$ cat config.mk
export PLATFORM = sky130hd
export DESIGN_NAME = alu_serial
export DESIGN_NICKNAME = d
export VERILOG_FILES = /design/src/rtl/alu_serial.sv
export SDC_FILE = /design/constraint.sdc
export NUM_CORES = 1
export LEC_CHECK = 0
export ABC_AREA = 1
export CAP_MARGIN = 20
export CORE_MARGIN = 1.5
export CORE_UTILIZATION = 45
export CTS_CLUSTER_DIAMETER = 60
export DETAILED_ROUTE_END_ITERATION = 12
export PLACE_DENSITY = 0.84
export REMOVE_ABC_BUFFERS = 1
export SKIP_LAST_GASP = 1
export SLEW_MARGIN = 20
export SYNTH_ARGS = -nofsm -noshare
export SYNTH_HDL_FRONTEND = slang
export SYNTH_SLANG_ARGS = --single-unit
$ cat constraint.sdc
create_clock -name clk -period 2.25 [get_ports clk]
set_input_delay 0.225 -clock clk [delete_from_list [all_inputs] [get_ports clk]]
set_output_delay 0.225 -clock clk [all_outputs]
set_load 0.01 [all_outputs]
$ cat src/rtl/alu_serial.sv
// Digit-serial ALU: processes DIGIT bits of the operands per clock, LSB digit first,
// and presents result and status flags behind a valid/ready handshake.
module alu_serial #(
   parameter int WIDTH = 64,
   parameter int DIGIT = 4
) (
   input  logic             clk,
   input  logic             reset,
   input  logic             in_valid,
   output logic             in_ready,
   input  logic [WIDTH-1:0] a,
   input  logic [WIDTH-1:0] b,
   input  logic [2:0]       control,
   output logic             out_valid,
   input  logic             out_ready,
   output logic [WIDTH-1:0] result,
   output logic             zero,
   output logic             negative,
   output logic             overflow,
   output logic             carry_out
);

   localparam int BEATS = WIDTH / DIGIT;
   localparam int CW = (BEATS > 1) ? $clog2(BEATS) : 1;
   localparam logic [CW-1:0] LAST = CW'(BEATS - 1);

   localparam logic [2:0] OP_PASS = 3'b000;
   localparam logic [2:0] OP_ADD  = 3'b010;
   localparam logic [2:0] OP_SUB  = 3'b011;
   localparam logic [2:0] OP_AND  = 3'b100;
   localparam logic [2:0] OP_OR   = 3'b101;
   localparam logic [2:0] OP_XOR  = 3'b110;

   typedef enum logic [1:0] {IDLE, RUN, DONE} state_t;

   state_t state;
   state_t stateNext;

   logic [WIDTH-1:0] opA;
   logic [WIDTH-1:0] opB;
   logic [2:0]       opCode;
   logic             carry;
   logic [CW-1:0]    beat;

   logic [DIGIT-1:0] aDigit;
   logic [DIGIT-1:0] bDigit;
   logic [DIGIT-1:0] digitOut;
   logic [DIGIT:0]   digitSum;
   logic             carryIntoMsb;
   logic             lastBeat;
   logic             isArith;
   logic [WIDTH-1:0] resultShifted;

   // Operands shift right each beat, so the active digit always sits at the bottom.
   always_comb begin
      aDigit       = opA[DIGIT-1:0];
      bDigit       = opB[DIGIT-1:0];
      digitSum     = {1'b0, aDigit} + {1'b0, bDigit} + {{DIGIT{1'b0}}, carry};
      carryIntoMsb = aDigit[DIGIT-1] ^ bDigit[DIGIT-1] ^ digitSum[DIGIT-1];
      lastBeat     = (beat == LAST);
      isArith      = (opCode == OP_ADD) || (opCode == OP_SUB);
      case (opCode)
         OP_PASS:        digitOut = bDigit;
         OP_ADD, OP_SUB: digitOut = digitSum[DIGIT-1:0];
         OP_AND:         digitOut = aDigit & bDigit;
         OP_OR:          digitOut = aDigit | bDigit;
         OP_XOR:         digitOut = aDigit ^ bDigit;
         default:        digitOut = '0;
      endcase
   end

   // New digits enter at the top of the result; after BEATS shifts digit 0 lands at the LSB.
   generate
      if (DIGIT == WIDTH) begin : gFull
         assign resultShifted = digitOut;
      end else begin : gSlice
         assign resultShifted = {digitOut, result[WIDTH-1:DIGIT]};
      end
   endgenerate

   // Next-state and handshake outputs.
   always_comb begin
      stateNext = state;
      in_ready  = 1'b0;
      out_valid = 1'b0;
      case (state)
         IDLE: begin
            in_ready = 1'b1;
            if (in_valid) stateNext = RUN;
         end
         RUN: begin
            if (lastBeat) stateNext = DONE;
         end
         DONE: begin
            out_valid = 1'b1;
            if (out_ready) stateNext = IDLE;
         end
         default: stateNext = IDLE;
      endcase
   end

   // Subtraction is A + ~B + 1: B is inverted on capture and the carry preset to 1.
   always_ff @(posedge clk) begin
      if (reset) begin
         state     <= IDLE;
         opA       <= '0;
         opB       <= '0;
         opCode    <= '0;
         carry     <= 1'b0;
         beat      <= '0;
         result    <= '0;
         zero      <= 1'b0;
         negative  <= 1'b0;
         overflow  <= 1'b0;
         carry_out <= 1'b0;
      end else begin
         state <= stateNext;
         case (state)
            IDLE: begin
               if (in_valid) begin
                  opA       <= a;
                  opB       <= (control == OP_SUB) ? ~b : b;
                  opCode    <= control;
                  carry     <= (control == OP_SUB);
                  beat      <= '0;
                  result    <= '0;
                  zero      <= 1'b0;
                  negative  <= 1'b0;
                  overflow  <= 1'b0;
                  carry_out <= 1'b0;
               end
            end
            RUN: begin
               opA    <= opA >> DIGIT;
               opB    <= opB >> DIGIT;
               carry  <= digitSum[DIGIT];
               beat   <= beat + CW'(1);
               result <= resultShifted;
               if (lastBeat) begin
                  zero      <= (resultShifted == '0);
                  negative  <= resultShifted[WIDTH-1];
                  overflow  <= isArith & (carryIntoMsb ^ digitSum[DIGIT]);
                  carry_out <= isArith & digitSum[DIGIT];
               end
            end
            default: ;
         endcase
      end
   end

endmodule

==> results of run 1 <==
==> worst reg2reg max path: cells and delay by family, from the launching register on <==
kind,cells,cell delay (ns)
flip-flops,1,0.35
AND/OR/NAND/NOR,2,0.18
adder cells (fa/ha/maj),2,0.87
buffers and inverters,1,0.09
AO/OA/AOI/OAI,2,0.32
==> power groups by stage <==
stage                     clock network, mW  logic, mW  registers, mW
after global placement                    0       1.31           4.12
after global routing                   3.99       1.52           4.09
after CTS                              3.85       1.36           4.06
after detailed placement                  0       1.35           4.14
final                                  3.77       1.36           4.06
after floorplan                           0      0.795           4.10
==> routing by layer <==
layer	wire, um	vias to the layer above	global-route usage	share of wire
met1	10300	4084	0.285	0.43
met3	1520	56	0.0307	0.064
met5	0	-	0	0
met2	11200	296	0.355	0.47
li1	-	4384	-	-
met4	667	0	0.0722	0.028
==> layout make-up <==
class	count	area share
sequential	206	0.337
timing repair buffer	221	0.184
antenna	1	0.000204
clock buffer	30	0.0516
clock inverter	8	0.00991
tap	270	0.0276
inverter	117	0.0365
multi-input combinational	815	0.353
==> worst min-delay path by stage <==
stage / start / to / slack (ns)
floorplan: reset / beat[1] / 0.29
global placement: opA[28] / opA[28] / 0.43
detailed placement: opA[38] / opA[38] / 0.44
CTS: a[62] / opA[62] / 0.27
global route: a[62] / opA[62] / 0.31
finish: a[63] / opA[63] / 0.29
==> synth_stat cells, drive strengths merged <==
| cell | n | area share |
|---|---|---|
| o211ai | 31 | 0.025 |
| a211oi | 1 | 0.00081 |
| a21o | 1 | 0.00081 |
| o31ai | 1 | 0.00081 |
| inv | 116 | 0.047 |
| a31oi | 30 | 0.020 |
| o221ai | 60 | 0.056 |
| xor2 | 60 | 0.056 |
| nand4 | 4 | 0.0027 |
| nand2 | 317 | 0.13 |
| buf | 45 | 0.027 |
| o21ai | 42 | 0.023 |
| or2 | 8 | 0.0054 |
| clkinv | 1 | 0.00040 |
| dfxtp | 206 | 0.44 |
| a21oi | 150 | 0.081 |
| ha | 9 | 0.012 |
| nand3 | 40 | 0.022 |
| nor2 | 58 | 0.024 |
| nor3 | 1 | 0.00054 |
| fa | 2 | 0.0043 |
| clkbuf | 45 | 0.018 |
==> flip-flops by register name, indices dropped and copies added, names as in the netlist <==
name and count:
negative 1, overflow 1, opCode 3, carry 1, state 2, carry_out 1
zero 1, opB 64, opA 64, beat 4, result 64
==> cell families (layout without fill, tap and decap cells) <==
logic type,after synthesis,in the layout,share of synthesized area
flip-flops,206,206,0.443
other,0,1,0
AND/OR/NAND/NOR,428,428,0.184
AO/OA/AOI/OAI,316,316,0.207
adder cells (fa/ha/maj),11,11,0.0164
XOR/XNOR,60,60,0.0565
buffers and inverters,207,376,0.0928
==> metrics by stage <==
step / instances / power [mW] / setup TNS, ns
2_1_floorplan: 1138 / 4.90 / -553.85
3_3_place_gp: 1629 / 5.44 / 0
3_5_place_dp: 1629 / 5.49 / 0
4_1_cts: 1667 / 9.28 / 0
5_1_grt: 1668 / 9.61 / 0
6_report: 1668 / 9.19 / 0
==> results, run 1 <==
- The die is 147 um tall.
- The worst hold margin is about 0.29 ns.
- The routed via count is just under 9,000.
- The max-capacitance violation count is 0.
- For this design the ratio of total power to cell area is roughly 750 nW/um2.
- The library cell used most frequently in the layout, excluding fill and tap cells, is sky130_fd_sc_hd__nand2_1.
- The number of DRC markers after the initial detailed-route iteration is ~540.
- The core utilization of the finished layout is 0.605.
- For this run, the slowest stage of the critical path takes 0.45 ns.
- The relative contribution of sequential cells to total power is 0.442.
- The number of nets in the layout is 1,530.
- Of the total power, the share spent switching nets is 0.259.
- The number of hold buffers added after CTS is 0.
- The worst register-to-register path ends at zero.
- Yosys printed 0 warnings.
- The path class of the lowest-slack min-delay path is in2reg.
- Setup repair after global routing left no endpoint under its margin.
- The clock passes through at most 3 buffers.
- Post-CTS repair changed the size of 0 cells.
- In the final layout, flip-flops and latches occupy around 4100 um2.
- The run finished with clean final reports.
- Setup violations remaining at the end of the flow were counted as 0.
- The die outline area is around 22,000 um2.
- STA classifies the critical path endpoint as a flop.
- From left edge to right edge, the die measures 147 um.
- In this run the core area contains 52 standard-cell rows.
- At the worst endpoint, the required time is 2.60 ns.
- In this run the remaining antenna-violating nets after routing total 0.
- The buffers plus inverters on the worst setup path is 1.
- The worst hold path cell count is 3.
- The global-route congestion overflow total is 0.
- The number of search-and-repair iterations in the first detailed-routing pass is 5.
- The total track usage is 0.214.
- Dividing the detail-routed via count by the number of cells gives between 5 and 6.
- The combinational group share of total power is 0.148.
- The kind of start point of the critical path is a flop.
- The total area inside the core boundary comes to 20,200 um2.
- A synthesized cell averages ~7.6 um2.
- The routability congestion estimate is between 0.8 and 0.9.
- Counting every sink on the clock net gives roughly 210.
- The time the final worst path needs with I/O delays and setup is around 2.0 ns.
- The highest-delay cell along the critical path is sky130_fd_sc_hd__fa_1.
- Broken down by cell family, the worst path's largest delay share belongs to adder cells.
- The worst-case setup margin in the final layout is around 0.29 ns.
- The most critical setup path has its endpoint at zero.
- The critical path's most frequent cell is sky130_fd_sc_hd__fa_1.
- The fraction of the cycle the final worst path needs is 0.873.
- The cell depth of the worst flop-to-flop path is 7.
- Internal power comes to between 6 and 7 mW.
- The max-slew violation count is 0.
- The count of input and output buffers is a little over 200.
- The post-synthesis instance area is 9300 um2.
- After detailed routing, the total wire length is approximately 24,000 um.
- The worst setup path is of the reg2reg kind.
- The number of levels in the clock H-tree is 1.
- TritonCTS built the clock tree.
- The number of distinct library cell variants in the gate-level netlist after synthesis is 32.
- The area growth from synthesis to layout is 31.6%.
- The initial antenna violation count was 1.
- The cell sitting at the root of the clock tree is a sky130_fd_sc_hd__clkbuf_16.
- The post-synthesis register bit count is approximately 210.
- The starting density of the core is 0.460.
- In this run the static leakage power is roughly 5 nW.
- The clock transition time at the flip-flop clock pins of the worst setup and hold paths is around 0.06 ns.
- Measured against its own limit, the worst slew margin works out to 0.416.
- Synthesis produced a netlist whose cell count is approximately 1,200.
- The post-layout instance area is 12,200 um2.
- For this design the total switching power over the nets is between 2 and 2.5 mW.
- The detailed placer's ending HPWL is approximately 15,000 um.
- The number of cells on the critical path is 7.
- The first-pass GRT wire length is between 30,000 and 40,000 um.
- The residual DRC count is 0.
- IR analysis of the VDD net gives a maximum drop of around 0.45 mV.
- The via count of the first global-routing pass is roughly 8,100.
- For the pin with the worst max-slew slack, the measured transition is 0.876 ns.
- Clock latency on the worst-skew pair, taken at its later pin, is 0.51 ns.
- The instance area at placement is 11,500 um2.
- In this run the count of I/O pins placed on the die edge is 205.
- Data on the critical path arrives at its endpoint at 2.32 ns.
- The average detailed-routed wire length per instance is 14.2 um.
- On the final layout, the worst clock skew is roughly 0.023 ns.
- Summing all multi-input logic gate instances after layout gives between 4000 and 5000 um2.
- For this run, the register share of the synthesized area comes to 0.443.
- The share of total power dissipated in the clock network is 0.410.
- After clock tree synthesis, the setup repair step added 0 buffers.
- The setup check on the worst reg-to-reg path leaves a slack of between 0.2 and 0.3 ns.
- In this run the worst setup path begins at opA[0].
- The maximum fanout along the worst path is 3.
- For this run, the top clock speed supported by timing is 509 MHz.
- At the placement stage, the worst setup path has a slack of 0.300 ns.
- Leaving out fill and tap cells, the most frequent cells in the layout are 315 x sky130_fd_sc_hd__nand2_1, 206 x sky130_fd_sc_hd__dfxtp_1, 203 x sky130_fd_sc_hd__clkdlybuf4s50_1.
- The filler cells instantiated in the layout total about 1,700.
- The startpoint identified for the worst register-to-register timing path is opA[0].
- The critical path goes through fa_1 > inv_1 > fa_1 > o31ai_1 > nor2_1 > nand4_1 > a21oi_1.
- The total CTS buffers is 23.
- The final-report hold violation count was 0.
- Entering global routing, the biggest net connects 140 pins.
- The share of layout cells above drive strength 1 is 0.0494.
Note: power is estimated with default switching activity, not from simulation.
==> run 2, diff against run 1 <==
--- a/config.mk
+++ b/config.mk
@@ -11,7 +11,8 @@
 export CORE_UTILIZATION = 45
 export CTS_CLUSTER_DIAMETER = 60
 export DETAILED_ROUTE_END_ITERATION = 12
-export PLACE_DENSITY = 0.84
+export GPL_ROUTABILITY_DRIVEN = 0
+export PLACE_DENSITY = 0.87
 export REMOVE_ABC_BUFFERS = 1
 export SKIP_LAST_GASP = 1
 export SLEW_MARGIN = 20
==> constraint.sdc (replaced) <==
create_clock -name clk -period 1.8 [get_ports clk]
set_input_delay 0.18 -clock clk [delete_from_list [all_inputs] [get_ports clk]]
set_output_delay 0.18 -clock clk [all_outputs]
set_load 0.01 [all_outputs]
==> run 2 against run 1 <==
The flow now finishes with violations (setup timing); design area up 1.6%; combinational power rose by 32%; sequential cell count unchanged; register-to-register slack got worse by 0.31 ns; die area is the same; sequential power is 25% higher; hold slack lost 0.073 ns; core utilization is 1.0 points higher; maximum frequency up 7.9%; clock skew is 0.011 ns lower.
==> results, run 2 (synthesis gave the netlist of run 1 again) <==
- The number of buffers on the longest clock path is 3.
- The detailed placer's ending HPWL is about 16,000 um.
- The routed via count is just under 9,000.
- Input and output buffers added on the ports amount to ~200.
- The via count of the first global-routing pass is a little over 8,000.
- Of all nets on the critical path, the largest fanout is 2.
- In the routed layout, each cell is associated on average with a via count of roughly 5.3.
- Clock tree synthesis selected as its root buffer the cell sky130_fd_sc_hd__clkbuf_16.
- The worst-case setup margin in the final layout is -0.0204 ns.
- Summing all multi-input logic gate instances after layout gives between 4000 and 5000 um2.
- In the routed design, unresolved DRC markers number 0.
- The total area inside the core boundary comes to about 20,000 um2.
- The number of search-and-repair iterations in the first detailed-routing pass is 5.
- The total CTS buffers is 22.
- After routing the design area is approximately 12,000 um2.
- The I/O pin count is 205.
- The final-report hold violation count came to 0.
- The run finished, with violations left.
- The filler cells instantiated in the layout total about 1,800.
- The first-pass GRT wire length is about 40,000 um.
- STA classifies the critical path endpoint as a flop.
- In this run the core area contains 52 standard-cell rows.
- The fraction of the cycle the final worst path needs is 1.01.
- The library cells used most frequently in the layout, excluding fill and tap cells, are 313 x sky130_fd_sc_hd__nand2_1, 203 x sky130_fd_sc_hd__dfxtp_1, 201 x sky130_fd_sc_hd__clkdlybuf4s50_1.
- For this run, the post-layout net count is approximately 1,500.
- On the worst path, the slowest cell contributes a delay of 0.39 ns.
- The maximum number of pins on one net before global-route repair is 86.
- The areal power density over the cells is around 940 nW/um2.
- VDD sags by at most 0.612 mV.
- The number of standard cells in the final layout excluding fillers is about 1,700.
- Setup violations remaining at the end of the flow were counted as 2.
- Compared with the post-synthesis result, the final layout area differs by 33.8%.
- The analysis attributes to cell leakage a power of 5.01 nW.
- The number of DRC markers after the initial detailed-route iteration is a little under 500.
- The setup path with the least slack is of type reg2reg.
- The slew at the pin closest to its max-slew limit is 0.387 ns.
- Max-cap violations in this run came to 0.
- The overall power of the completed layout is between 10 and 15 mW.
- The floorplan step set the die height to around 150 um.
- The CTS tree is built.
- Setup repair after global routing could not meet its margin everywhere.
- The total track usage is 0.219.
- The kind of start point of the critical path is a flop.
- The number of levels in the clock H-tree is 1.
- In this run the horizontal extent of the chip is roughly 150 um.
- Among cell families on the critical path, the largest total delay comes from adder cells.
- The clock arrives with about 0.012 ns of skew.
- The largest registers in the layout are opA: 64 flops, opB: 64 flops, result: 64 flops.
- The starting density of the core is 0.460.
- The buffers plus inverters on the worst setup path is 2.
- The path class of the tightest hold or removal check is in2reg.
- The instance area at placement is around 12,000 um2.
- The highest attainable clock frequency is roughly 550 MHz.
- The residual antenna-violating net count after detailed routing is 0.
- The floorplan step defined a die boundary enclosing 21,500 um2.
- The signal arrival time at the worst endpoint is around 2.3 ns.
- The placed instance count is 1,639.
- Registers take 4130 um2.
- The clock network latency to the later pin of the worst-skew pair is 0.50 ns.
- The clock transition time at the flip-flop clock pins of the worst setup and hold paths is 0.06 ns.
- The highest-delay cell along the critical path is sky130_fd_sc_hd__fa_2.
- The global-route congestion overflow total is 0.
- The normalized max-slew margin is 0.740.
- The time the final worst path needs with I/O delays and setup is 1.82 ns.
- The share of layout cells above drive strength 1 is 0.0674.
- The final reports fail on setup timing.
- Data on the critical path is required at its endpoint by between 2 and 2.5 ns.
- After routing, the total negative slack on setup checks comes to -0.0235 ns.
- The signal on the critical path passes through fa_2 > inv_2 > fa_2 > inv_2 > nand2_2 > nand2_2 > a21oi_2 > xor2_1 > nand4_1 > a21oi_2.
- The max-slew violation count came to 0.
- The most common library cell in the layout ignoring fill and taps is sky130_fd_sc_hd__nand2_1.
- In the final routed layout, each cell accounts on average for ~14 um.
- The aggregate routed wire length is ~24,000 um.
- The clock net in this run drives a total of 206 sinks.
- The initial antenna violation count is 1.
run 2: changes by cell type in the layout (fill, tap and decap cells not counted), moves of 3 or more:
cell	delta
sky130_fd_sc_hd__buf_12	+5
sky130_fd_sc_hd__buf_4	+6
sky130_fd_sc_hd__dfxtp_1	-3
sky130_fd_sc_hd__dfxtp_2	+3
run 2: power by group:
part / internal (mW) / switching (mW) / leakage, nW
sequential: 4.89 / 0.187 / 1.69
clock: 2.97 / 1.81 / 0.386
combinational: 0.805 / 0.985 / 2.93
run 2: through the flow:
step / hold WS, ns / util / setup slack [ns]
global placement: 0.432 / 0.575 / -0.0596
CTS: 0.209 / 0.614 / -0.0389
finish: 0.215 / 0.615 / -0.0204
floorplan: 0.249 / - / -4.19
detailed placement: 0.437 / 0.575 / -0.114
global route: 0.238 / 0.615 / -0.134
run 2: worst paths after layout:
| kind | slack (ns) | from | to | cells past startpoint |
|---|---|---|---|---|
| setup / recovery | -0.02 | carry | overflow | 10 |
| hold / removal | 0.21 | reset | result[48] | 3 |
| setup reg to reg | -0.02 | carry | overflow | 10 |
| hold reg to reg | 0.45 | opA[18] | opA[18] | 2 |
run 2: final cells by class:
class,instances,area share
well taps,270,0.0271
flip-flops and latches,206,0.332
diodes,1,0.000201
repair buffers,232,0.193
multi-input cells,815,0.350
inverters,117,0.0359
clock buffers,32,0.0530
clock inverters,8,0.00925
run 2: layer usage:
metal  GRT usage  vias up  wire, um
met2       0.364      341     11500
met4      0.0641        0       490
li1            -     4415         -
met5           0        -         0
met3      0.0363       38      1780
met1       0.293     4084     10300
run 2: worst register-to-register path: stages, from the launching register on:
cell and delay (ns):
sky130_fd_sc_hd__dfxtp_2 0.33, sky130_fd_sc_hd__fa_2 0.39, sky130_fd_sc_hd__inv_2 0.08, sky130_fd_sc_hd__fa_2 0.22, sky130_fd_sc_hd__inv_2 0.04, sky130_fd_sc_hd__nand2_2 0.06
sky130_fd_sc_hd__nand2_2 0.05, sky130_fd_sc_hd__a21oi_2 0.16, sky130_fd_sc_hd__xor2_1 0.16, sky130_fd_sc_hd__nand4_1 0.12, sky130_fd_sc_hd__a21oi_2 0.15
run 2: timing repair:
action	CTS	global route
setup endpoints to repair	7	7
hold buffers	0	0
pin swaps	0	5
resized for setup	7	10
buffers inserted	0	1
endpoints found under the hold margin	0	0
